<file path="src/rtl/word_encoder_pkg.sv">
// Shared widths, FSM state type and word folding for the word encoder.
// Define WORD_ENCODER_SATURATE_EN to clamp oversized results to the word maximum.
package enc_pkg;

    localparam int W_WIDTH    = 13;
    localparam int AB_WIDTH   = 7;
    localparam int ACC_WIDTH  = 14;
    localparam int MUL_CYCLES = 7;
    localparam int CNT_WIDTH  = 3;

    localparam logic [W_WIDTH-1:0] W_MAX = '1;

    typedef enum logic [1:0] {
        IDLE,
        MUL,
        ADD,
        FIN
    } enc_state_t;

    // Folds the 14-bit accumulator result into a word, flagging overflow when clamped.
    function automatic logic [W_WIDTH-1:0] fold_word(input logic [ACC_WIDTH-1:0] v,
                                                     output logic ovf);
`ifdef WORD_ENCODER_SATURATE_EN
        ovf = (v > ACC_WIDTH'(W_MAX));
        return ovf ? W_MAX : W_WIDTH'(v);
`else
        ovf = 1'b0;
        return W_WIDTH'(v);
`endif
    endfunction

endpackage

</file>
<file path="src/rtl/word_encoder_if.sv">
// Request/result bundle between a word encoder client and the encoder.
interface word_encoder_if;

    logic                          start;
    logic [enc_pkg::AB_WIDTH-1:0]  A_val;
    logic [enc_pkg::AB_WIDTH-1:0]  B_val;
    logic [enc_pkg::W_WIDTH-1:0]   W;
    logic                          busy;
    logic                          done;
    logic                          err;

    modport master (
        output start, A_val, B_val,
        input  W, busy, done, err
    );

    modport slave (
        input  start, A_val, B_val,
        output W, busy, done, err
    );

endinterface

</file>
<file path="src/rtl/word_encoder_shift_add_mul.sv">
// Shift-add multiplier: accumulates A*RADIX one A bit per step, LSB first,
// and presents acc + B combinationally for the final add.
module shift_add_mul
    import enc_pkg::*;
#(
    parameter int RADIX = 60
) (
    input  logic                 clk,
    input  logic                 reset,
    input  logic                 load,
    input  logic                 step,
    input  logic [AB_WIDTH-1:0]  a_in,
    input  logic [AB_WIDTH-1:0]  b_in,
    output logic [ACC_WIDTH-1:0] sum
);

    localparam logic [AB_WIDTH-1:0] MCAND = AB_WIDTH'(RADIX);

    logic [AB_WIDTH-1:0]  a_q,   a_d;
    logic [AB_WIDTH-1:0]  b_q,   b_d;
    logic [ACC_WIDTH-1:0] m_q,   m_d;
    logic [ACC_WIDTH-1:0] acc_q, acc_d;

    // The multiplicand shifts left in step with A shifting right, so bit i of A adds RADIX<<i.
    always_comb begin
        a_d   = a_q;
        b_d   = b_q;
        m_d   = m_q;
        acc_d = acc_q;
        if (load) begin
            a_d   = a_in;
            b_d   = b_in;
            m_d   = ACC_WIDTH'(MCAND);
            acc_d = '0;
        end else if (step) begin
            a_d = a_q >> 1;
            m_d = m_q << 1;
            if (a_q[0]) begin
                acc_d = acc_q + m_q;
            end
        end
    end

    always_ff @(posedge clk or negedge reset) begin
        if (!reset) begin
            a_q   <= '0;
            b_q   <= '0;
            m_q   <= '0;
            acc_q <= '0;
        end else begin
            a_q   <= a_d;
            b_q   <= b_d;
            m_q   <= m_d;
            acc_q <= acc_d;
        end
    end

    assign sum = acc_q + ACC_WIDTH'(b_q);

endmodule

</file>
<file path="src/rtl/word_encoder.sv">
// Word encoder W = A*RADIX + B with fixed 9-cycle latency and registered outputs.
// Overflow handling follows WORD_ENCODER_SATURATE_EN (clamp) or wraps modulo 8192.
module word_encoder
    import enc_pkg::*;
#(
    parameter int RADIX = 60
) (
    input  logic          clk,
    input  logic          reset,
    word_encoder_if.slave bus
);

    localparam logic [AB_WIDTH-1:0]  RADIX_V  = AB_WIDTH'(RADIX);
    localparam logic [CNT_WIDTH-1:0] LAST_BIT = CNT_WIDTH'(MUL_CYCLES - 1);

    enc_state_t           state_q, state_d;
    logic [CNT_WIDTH-1:0] cnt_q,   cnt_d;
    logic [W_WIDTH-1:0]   w_q,     w_d;
    logic                 err_q,   err_d;
    logic                 done_q,  done_d;
    logic                 busy_q,  busy_d;
    logic                 bad_q,   bad_d;
    logic                 ovf_q,   ovf_d;

    logic                 load;
    logic                 step;
    logic [ACC_WIDTH-1:0] sum;
    logic [W_WIDTH-1:0]   folded;
    logic                 fold_ovf;

    shift_add_mul #(
        .RADIX (RADIX)
    ) u_mul (
        .clk   (clk),
        .reset (reset),
        .load  (load),
        .step  (step),
        .a_in  (bus.A_val),
        .b_in  (bus.B_val),
        .sum   (sum)
    );

    // An out-of-range B is caught at acceptance and jumps straight to FIN with W left at 0.
    always_comb begin
        state_d = state_q;
        cnt_d   = cnt_q;
        w_d     = w_q;
        err_d   = err_q;
        done_d  = 1'b0;
        bad_d   = bad_q;
        ovf_d   = ovf_q;
        load    = 1'b0;
        step    = 1'b0;
        folded  = fold_word(sum, fold_ovf);
        case (state_q)
            IDLE: begin
                if (bus.start) begin
                    load  = 1'b1;
                    w_d   = '0;
                    err_d = 1'b0;
                    ovf_d = 1'b0;
                    cnt_d = '0;
                    if (bus.B_val >= RADIX_V) begin
                        bad_d   = 1'b1;
                        state_d = FIN;
                    end else begin
                        bad_d   = 1'b0;
                        state_d = MUL;
                    end
                end
            end
            MUL: begin
                step  = 1'b1;
                cnt_d = cnt_q + 1'b1;
                if (cnt_q == LAST_BIT) begin
                    state_d = ADD;
                end
            end
            ADD: begin
                w_d     = folded;
                ovf_d   = fold_ovf;
                state_d = FIN;
            end
            FIN: begin
                done_d  = 1'b1;
                err_d   = bad_q | ovf_q;
                state_d = IDLE;
            end
            default: state_d = IDLE;
        endcase
        busy_d = (state_d != IDLE);
    end

    always_ff @(posedge clk or negedge reset) begin
        if (!reset) begin
            state_q <= IDLE;
            cnt_q   <= '0;
            w_q     <= '0;
            err_q   <= 1'b0;
            done_q  <= 1'b0;
            busy_q  <= 1'b0;
            bad_q   <= 1'b0;
            ovf_q   <= 1'b0;
        end else begin
            state_q <= state_d;
            cnt_q   <= cnt_d;
            w_q     <= w_d;
            err_q   <= err_d;
            done_q  <= done_d;
            busy_q  <= busy_d;
            bad_q   <= bad_d;
            ovf_q   <= ovf_d;
        end
    end

    assign bus.W    = w_q;
    assign bus.err  = err_q;
    assign bus.done = done_q;
    assign bus.busy = busy_q;

endmodule

</file>
<file path="src/flat_wrapper.sv">
// flat-port wrapper written by rule: the top's interface ports become plain ports
module word_encoder_flat import enc_pkg::*;
#(
    parameter int RADIX = 60
)
  (clk, reset, bus_start, bus_A_val, bus_B_val, bus_W, bus_busy, bus_done, bus_err);
  word_encoder_if bus_i ();
  input  logic clk;
  input  logic reset;
  input wire logic [$bits(bus_i.start)-1:0] bus_start;
  input wire logic [$bits(bus_i.A_val)-1:0] bus_A_val;
  input wire logic [$bits(bus_i.B_val)-1:0] bus_B_val;
  output wire logic [$bits(bus_i.W)-1:0] bus_W;
  output wire logic [$bits(bus_i.busy)-1:0] bus_busy;
  output wire logic [$bits(bus_i.done)-1:0] bus_done;
  output wire logic [$bits(bus_i.err)-1:0] bus_err;
  assign bus_i.start = bus_start;
  assign bus_i.A_val = bus_A_val;
  assign bus_i.B_val = bus_B_val;
  assign bus_W = bus_i.W;
  assign bus_busy = bus_i.busy;
  assign bus_done = bus_i.done;
  assign bus_err = bus_i.err;
  word_encoder #(.RADIX(RADIX)) u_core (.clk(clk), .reset(reset), .bus(bus_i));
endmodule
</file>
<file path="config.mk">
export PLATFORM = sky130hd
export DESIGN_NAME = word_encoder_flat
export DESIGN_NICKNAME = d
export VERILOG_FILES = /design/src/rtl/word_encoder_pkg.sv /design/src/rtl/word_encoder_if.sv /design/src/rtl/word_encoder_shift_add_mul.sv /design/src/rtl/word_encoder.sv /design/src/flat_wrapper.sv
export SDC_FILE = /design/constraint.sdc
export NUM_CORES = 1
export LEC_CHECK = 0
export CAP_MARGIN = 10
export CORE_MARGIN = 5
export CORE_UTILIZATION = 30
export DETAILED_ROUTE_END_ITERATION = 12
export HOLD_SLACK_MARGIN = 0.02
export SLEW_MARGIN = 20
export SYNTH_ARGS = -nofsm -noshare
export SYNTH_HDL_FRONTEND = slang
export SYNTH_SLANG_ARGS = --single-unit
export TNS_END_PERCENT = 20
</file>
<file path="constraint.sdc">
create_clock -name clk -period 2.1 [get_ports clk]
set_input_delay 0.315 -clock clk [delete_from_list [all_inputs] [get_ports clk]]
set_output_delay 0.315 -clock clk [all_outputs]
set_load 0.01 [all_outputs]
</file>
---- Yosys cells after proc, flatten, opt, wreduce, memory -nomap -nowiden ----
Index checks and enable logic that the tools add are counted.
operators by class
  $add $sub $neg .......................... 3
  eq/ne operators ......................... 5
  reductions and logical operators ........ 12
  muxes and demuxes ....................... 23
  bitwise operators ....................... 1
  order comparisons ....................... 1
operator list
  operator             number
  $mux 14              5
  $pmux 13 s2          1
  $add 14x14->14       1
  $mux 7               2
  $add 13x7->13        1
  $mux 13              1
  $reduce_bool 2->1    6
  $reduce_and 2->1     5
  $pmux 2 s4           1
  $ge 7x6->1 const B   1
  $mux 1               6
  $mux 2               3
  $pmux 3 s2           1
  $eq 2x2->1 const B   2
  $pmux 1 s2           2
  $add 3x1->3 const B  1
  $eq 3x3->1 const B   1
  $mux 3               1
  $eq 2x1->1 const B   1
  $logic_not 2->1      1
  $ne 2x2->1 const B   1
  $or 1x1->1           1
storage, ports and cells
  input bits .............................. 17
  output and inout port bits .............. 16
  logic and storage cells ................. 57
  bits in registers ....................... 65

---- Depth between registers and ports, before layout ----
  depth after elaboration ................. 5
  mapped depth ............................ 8
  mapped depth without buffers ............ 8

---- By module ----
Synthesis repeated with hierarchy kept, for this count alone.
second synthesis, totals
  cell total of the unflattened synthesis .. 320
  area, all modules ....................... 3,339.5 um^2
by module, submodules not included
  module         area each (um^2)  cells an instance  times used
  shift_add_mul  2,421.1           252                1
  word_encoder   918.4             68                 1

---- Worst setup path before layout ----
OpenSTA, ideal clock, no wires.
  path kind ............................... flip-flop to flip-flop
  from .................................... register u_core.u_mul.m_q[2]
  to ...................................... register u_core.u_mul.acc_q[12]
  clock period less this slack ............ 1.891 ns
  arrival time ............................ 1.760 ns
  library setup time ...................... 0.130 ns
  stages on the path, launching flop included .. 9
  slack ................................... 0.209 ns
  cells stage by stage .................... dfrtp_1 > ha_1 > inv_1 > fa_1 > nand2b_4 > a21o_1 > a2111oi_4 > nor4_2 > mux2i_1
between the ends
  word-level cells in the longest chain between the ends .. 4
ends and longest elaborated chain
  what                    line                              text
  start, declared         word_encoder_shift_add_mul.sv:21  logic [ACC_WIDTH-1:0] m_q, m_d;
  start signal, assigned  word_encoder_shift_add_mul.sv:53  m_q <= m_d;
  $add 14x14->14          word_encoder_shift_add_mul.sv:39  acc_d = acc_q + m_q;
  $mux 14                 word_encoder_shift_add_mul.sv:38  if (a_q[0]) begin
  $mux 14                 word_encoder_shift_add_mul.sv:35  end else if (step) begin
  $mux 14                 word_encoder_shift_add_mul.sv:30  if (load) begin
  end signal, assigned    word_encoder_shift_add_mul.sv:49  acc_q <= '0;
  end signal, assigned    word_encoder_shift_add_mul.sv:54  acc_q <= acc_d;
  end, declared           word_encoder_shift_add_mul.sv:22  logic [ACC_WIDTH-1:0] acc_q, acc_d;
No other way between the ends. The select of a mux whose other input is x is not followed.
A chain may end at the register's enable or synchronous reset.

---- Final worst setup path ----
  from .................................... register u_core.u_mul.m_q[2]
  to ...................................... register u_core.u_mul.acc_q[10]
The elaborated chain is that of the path after synthesis.

==> flow_metrics.tcl <==
set metrics [dict create \
    status "complete, no violations" \
    fin_skew_ns 0.0117 \
    die_width_um 113 \
    n_fill_cell 1052 \
    drc_errors 0 \
    dieHeight_um 113 \
    dr.pass1.iters 4 \
    h-tree-depth 3 \
    grt_pass1_wl_um 12000 \
    multi_input_area_mm2 0.00162 \
    grt_pass1_vias 2609 \
    regArea_mm2 0.00145 \
    vdd_ir_drop_max_v 0.000406 \
    setup_tns_ns 0 \
    final_max_slew_viol_count 0 \
    wire_per_inst_um 13.3 \
    yosys_most_used_dff "dfrtp_1" \
    grt_usage_pct 11.6 \
    cts_buffers 9 \
    holdWs_ns 0.473 \
    regToRegSetupSlack_ns 0.12 \
    syn-num-nets 380 \
    rsz0062_at_grt "false" \
    synth_seq_area_share_pct 45.8 \
    drtAntennaViolNets 0 \
    avgSynthCellArea_um2 9.22 \
    drt-initial-drc-count 110 \
    netlist_area_mm2 0.00317 \
    dieArea_mm2 0.0127 \
    synthesis.instances 344 \
    hold_class "reg -> reg" \
    pwr-share-clk_pct 16.4 \
    slew_headroom_pct 65.1 \
    period_minus_slack_ns 1.98 \
    p_switching_uw 2350 \
    path_max_fanout 4 \
    cp-end-kind "flop" \
    powerDensity_mw_per_mm2 1430 \
    cts_root_buf "clkbuf_8" \
    hold_viol 0 \
    vias 2583 \
    rows 37 \
    nNetsFinal 424 \
    ys_warn_count 0 \
    synth_edf_count 0 \
    cp.required_ns 2.33 \
    drive_above_1_share_pct 10.4 \
    port_buffers 32 \
    critical_path_arrival_ns 2.20 \
    path_class "reg -> reg" \
    clockBufferDepth 2 \
    worst_slew_pin_slew_ns 0.522 \
    fin_crit_sh_pct 94.2 \
    viasPerCell 4.88 \
    drv_cap 0 \
    synth.distinct_cells 52 \
    antenna_found_initial 0 \
    pwr-share-seq_pct 35.0 \
    antenna_cells 0 \
    max_freq_mhz 506 \
    setup_viol 0 \
    gp_congestion 0.835 \
    cts.sinks 58 \
    ys_ff_latch 58 \
    num_io_pins 33 \
    cp-start-kind "flop" \
    start_util_pct 30.7 \
    leakage_uw 0.00179 \
    dpl.hpwl_um 5160 \
    cts_tree "built" \
    comb_power_share_pct 48.6 \
    core_mm2 0.0103 \
    grt_max_degree 59 \
    syn_to_final_growth_pct 22.6 \
    gr-total-overflow 0 \
    clkLatencyLatePin_ns 0.33 \
    finalWirelength_um 7020 \
    synthArstFlopShare_pct 100 \
    intPower_uw 3220 \
    switching_share_pct 42.1 \
    clk_pin_slew_ns 0.08 \
]
==> cell families (layout without fill, tap and decap cells) <==
kind of cell    after synthesis  count (layout)  share of synthesized area (%)
compound gates               79              79                           16.5
xor+xnor                     13              13                           3.59
fa+ha+maj                    19              19                           7.73
buf+inv                      21              70                           3.27
flops                        58              58                           45.8
mux                           3               3                          0.986
other cells                   1               1                          0.118
simple gates                150             150                           22.1
==> synthesized netlist by cell type (2+ instances only) <==
library cell / n / area [um2]
nor2_1: 15 / 56.3
a22oi_1: 6 / 45.0
ha_1: 18 / 225
nand4_1: 3 / 18.8
o21a_1: 2 / 15.0
inv_1: 6 / 22.5
nand3_1: 25 / 125
nand3b_1: 2 / 15.0
o21bai_1: 2 / 15.0
nor3_1: 2 / 10.0
a21oi_1: 21 / 105
xor2_1: 6 / 52.6
a211oi_1: 2 / 15.0
and2_1: 2 / 12.5
buf_6: 2 / 22.5
xnor2_1: 7 / 61.3
nand2b_1: 5 / 31.3
nand2_1: 83 / 312
buf_2: 5 / 25.0
o211ai_1: 6 / 45.0
clkbuf_1: 6 / 22.5
o21ai_0: 19 / 95.1
mux2i_1: 2 / 20.0
o21ai_1: 5 / 25.0
or4_1: 2 / 15.0
dfrtp_1: 58 / 1450
a21o_1: 6 / 45.0
nor3b_1: 2 / 15.0
==> power by group through the flow <==
stage	sequential, uW	combinational, uW	clock [uW]
2_1_floorplan	1890	1930	0
3_3_place_gp	1960	2630	0
3_5_place_dp	1980	2690	0
4_1_cts	1960	2700	939
5_1_grt	2010	3070	989
6_report	1950	2710	915
==> cell type report <==
cell class / count / share of cell area, %
clock buffers: 11 / 3.63
flip-flops and latches: 58 / 37.3
inverters: 6 / 0.579
repair buffers: 48 / 11.6
well taps: 136 / 4.37
multi-input cells: 265 / 41.7
clock inverters: 5 / 0.772
==> placed cells by master, fill, tap and decap left out, drive strengths merged, types with 2 or more instances in the layout <==
cell type      synthesis  routed
nand4                  3       3
clkinvlp               0       2
nand3b                 3       3
inv                    6       6
xor2                   6       6
o211ai                 7       7
buf                    9      16
and2                   2       2
nor3b                  2       2
nand2b                 6       6
a211oi                 3       3
dfrtp                 58      58
a21o                   6       6
mux2i                  2       2
clkdlybuf4s50          0      31
o21ai                 24      24
clkbuf                 6      11
nor2                  15      15
a21oi                 22      22
or4                    2       2
ha                    18      18
nor3                   2       2
o21bai                 2       2
clkinv                 0       3
xnor2                  7       7
a22oi                  6       6
o21a                   2       2
nand3                 25      25
nand2                 83      83
==> final timing paths <==
path,from,end,cells past startpoint
setup / recovery,u_core.u_mul.m_q[2],u_core.u_mul.acc_q[10],8
max in group asynchronous,reset,u_core.u_mul.b_q[5],3
hold / removal,u_core.u_mul.b_q[0],u_core.bus.W[0],2
hold reg to reg,u_core.u_mul.b_q[0],u_core.bus.W[0],2
min in group asynchronous,reset,u_core.bus.W[0],3
setup reg to reg,u_core.u_mul.m_q[2],u_core.u_mul.acc_q[10],8
==> critical path, stage by stage, from the launching register on <==
cell and delay (ns):
dfrtp_1 0.39, ha_1 0.21, inv_1 0.07, fa_2 0.21
nand2b_4 0.14, a21o_1 0.19, a21oi_1 0.09, or3_1 0.31
a32o_1 0.26
==> sequential cells by signal, summed over array words and instances (netlist names) <==
| signal | cells |
|---|---|
| u_core.bad_q | 1 |
| u_core.bus.W | 13 |
| u_core.bus.busy | 1 |
| u_core.bus.done | 1 |
| u_core.bus.err | 1 |
| u_core.cnt_q | 3 |
| u_core.state_q | 2 |
| u_core.u_mul.a_q | 7 |
| u_core.u_mul.acc_q | 11 |
| u_core.u_mul.b_q | 7 |
| u_core.u_mul.m_q | 11 |
==> timing repair <==
action,CTS,global route
resized for setup,0,1
endpoints found under the setup margin,0,2
hold endpoints to repair,58,0
setup buffers,0,2
hold buffers,1,0
==> per-layer routing <==
metal	vias up	part of all wire [%]	track usage, %
met5	-	0	0
met4	0	2.0	5.05
met3	9	4.0	3.16
met2	44	49	18.9
met1	1231	45	14.4
li1	1299	-	-
==> stage by stage <==
step	power [uW]	cell area (um2)	util, %	cells	setup slack (ns)
2_1_floorplan	3830	3170	-	344	0.209
3_3_place_gp	4580	3690	35.8	510	0.146
3_5_place_dp	4670	3690	35.8	510	0.0637
4_1_cts	5600	3870	37.5	527	0.0477
5_1_grt	6070	3890	37.7	529	0.0267
6_report	5570	3890	37.7	529	0.122
(Power assumes the default switching activity.)
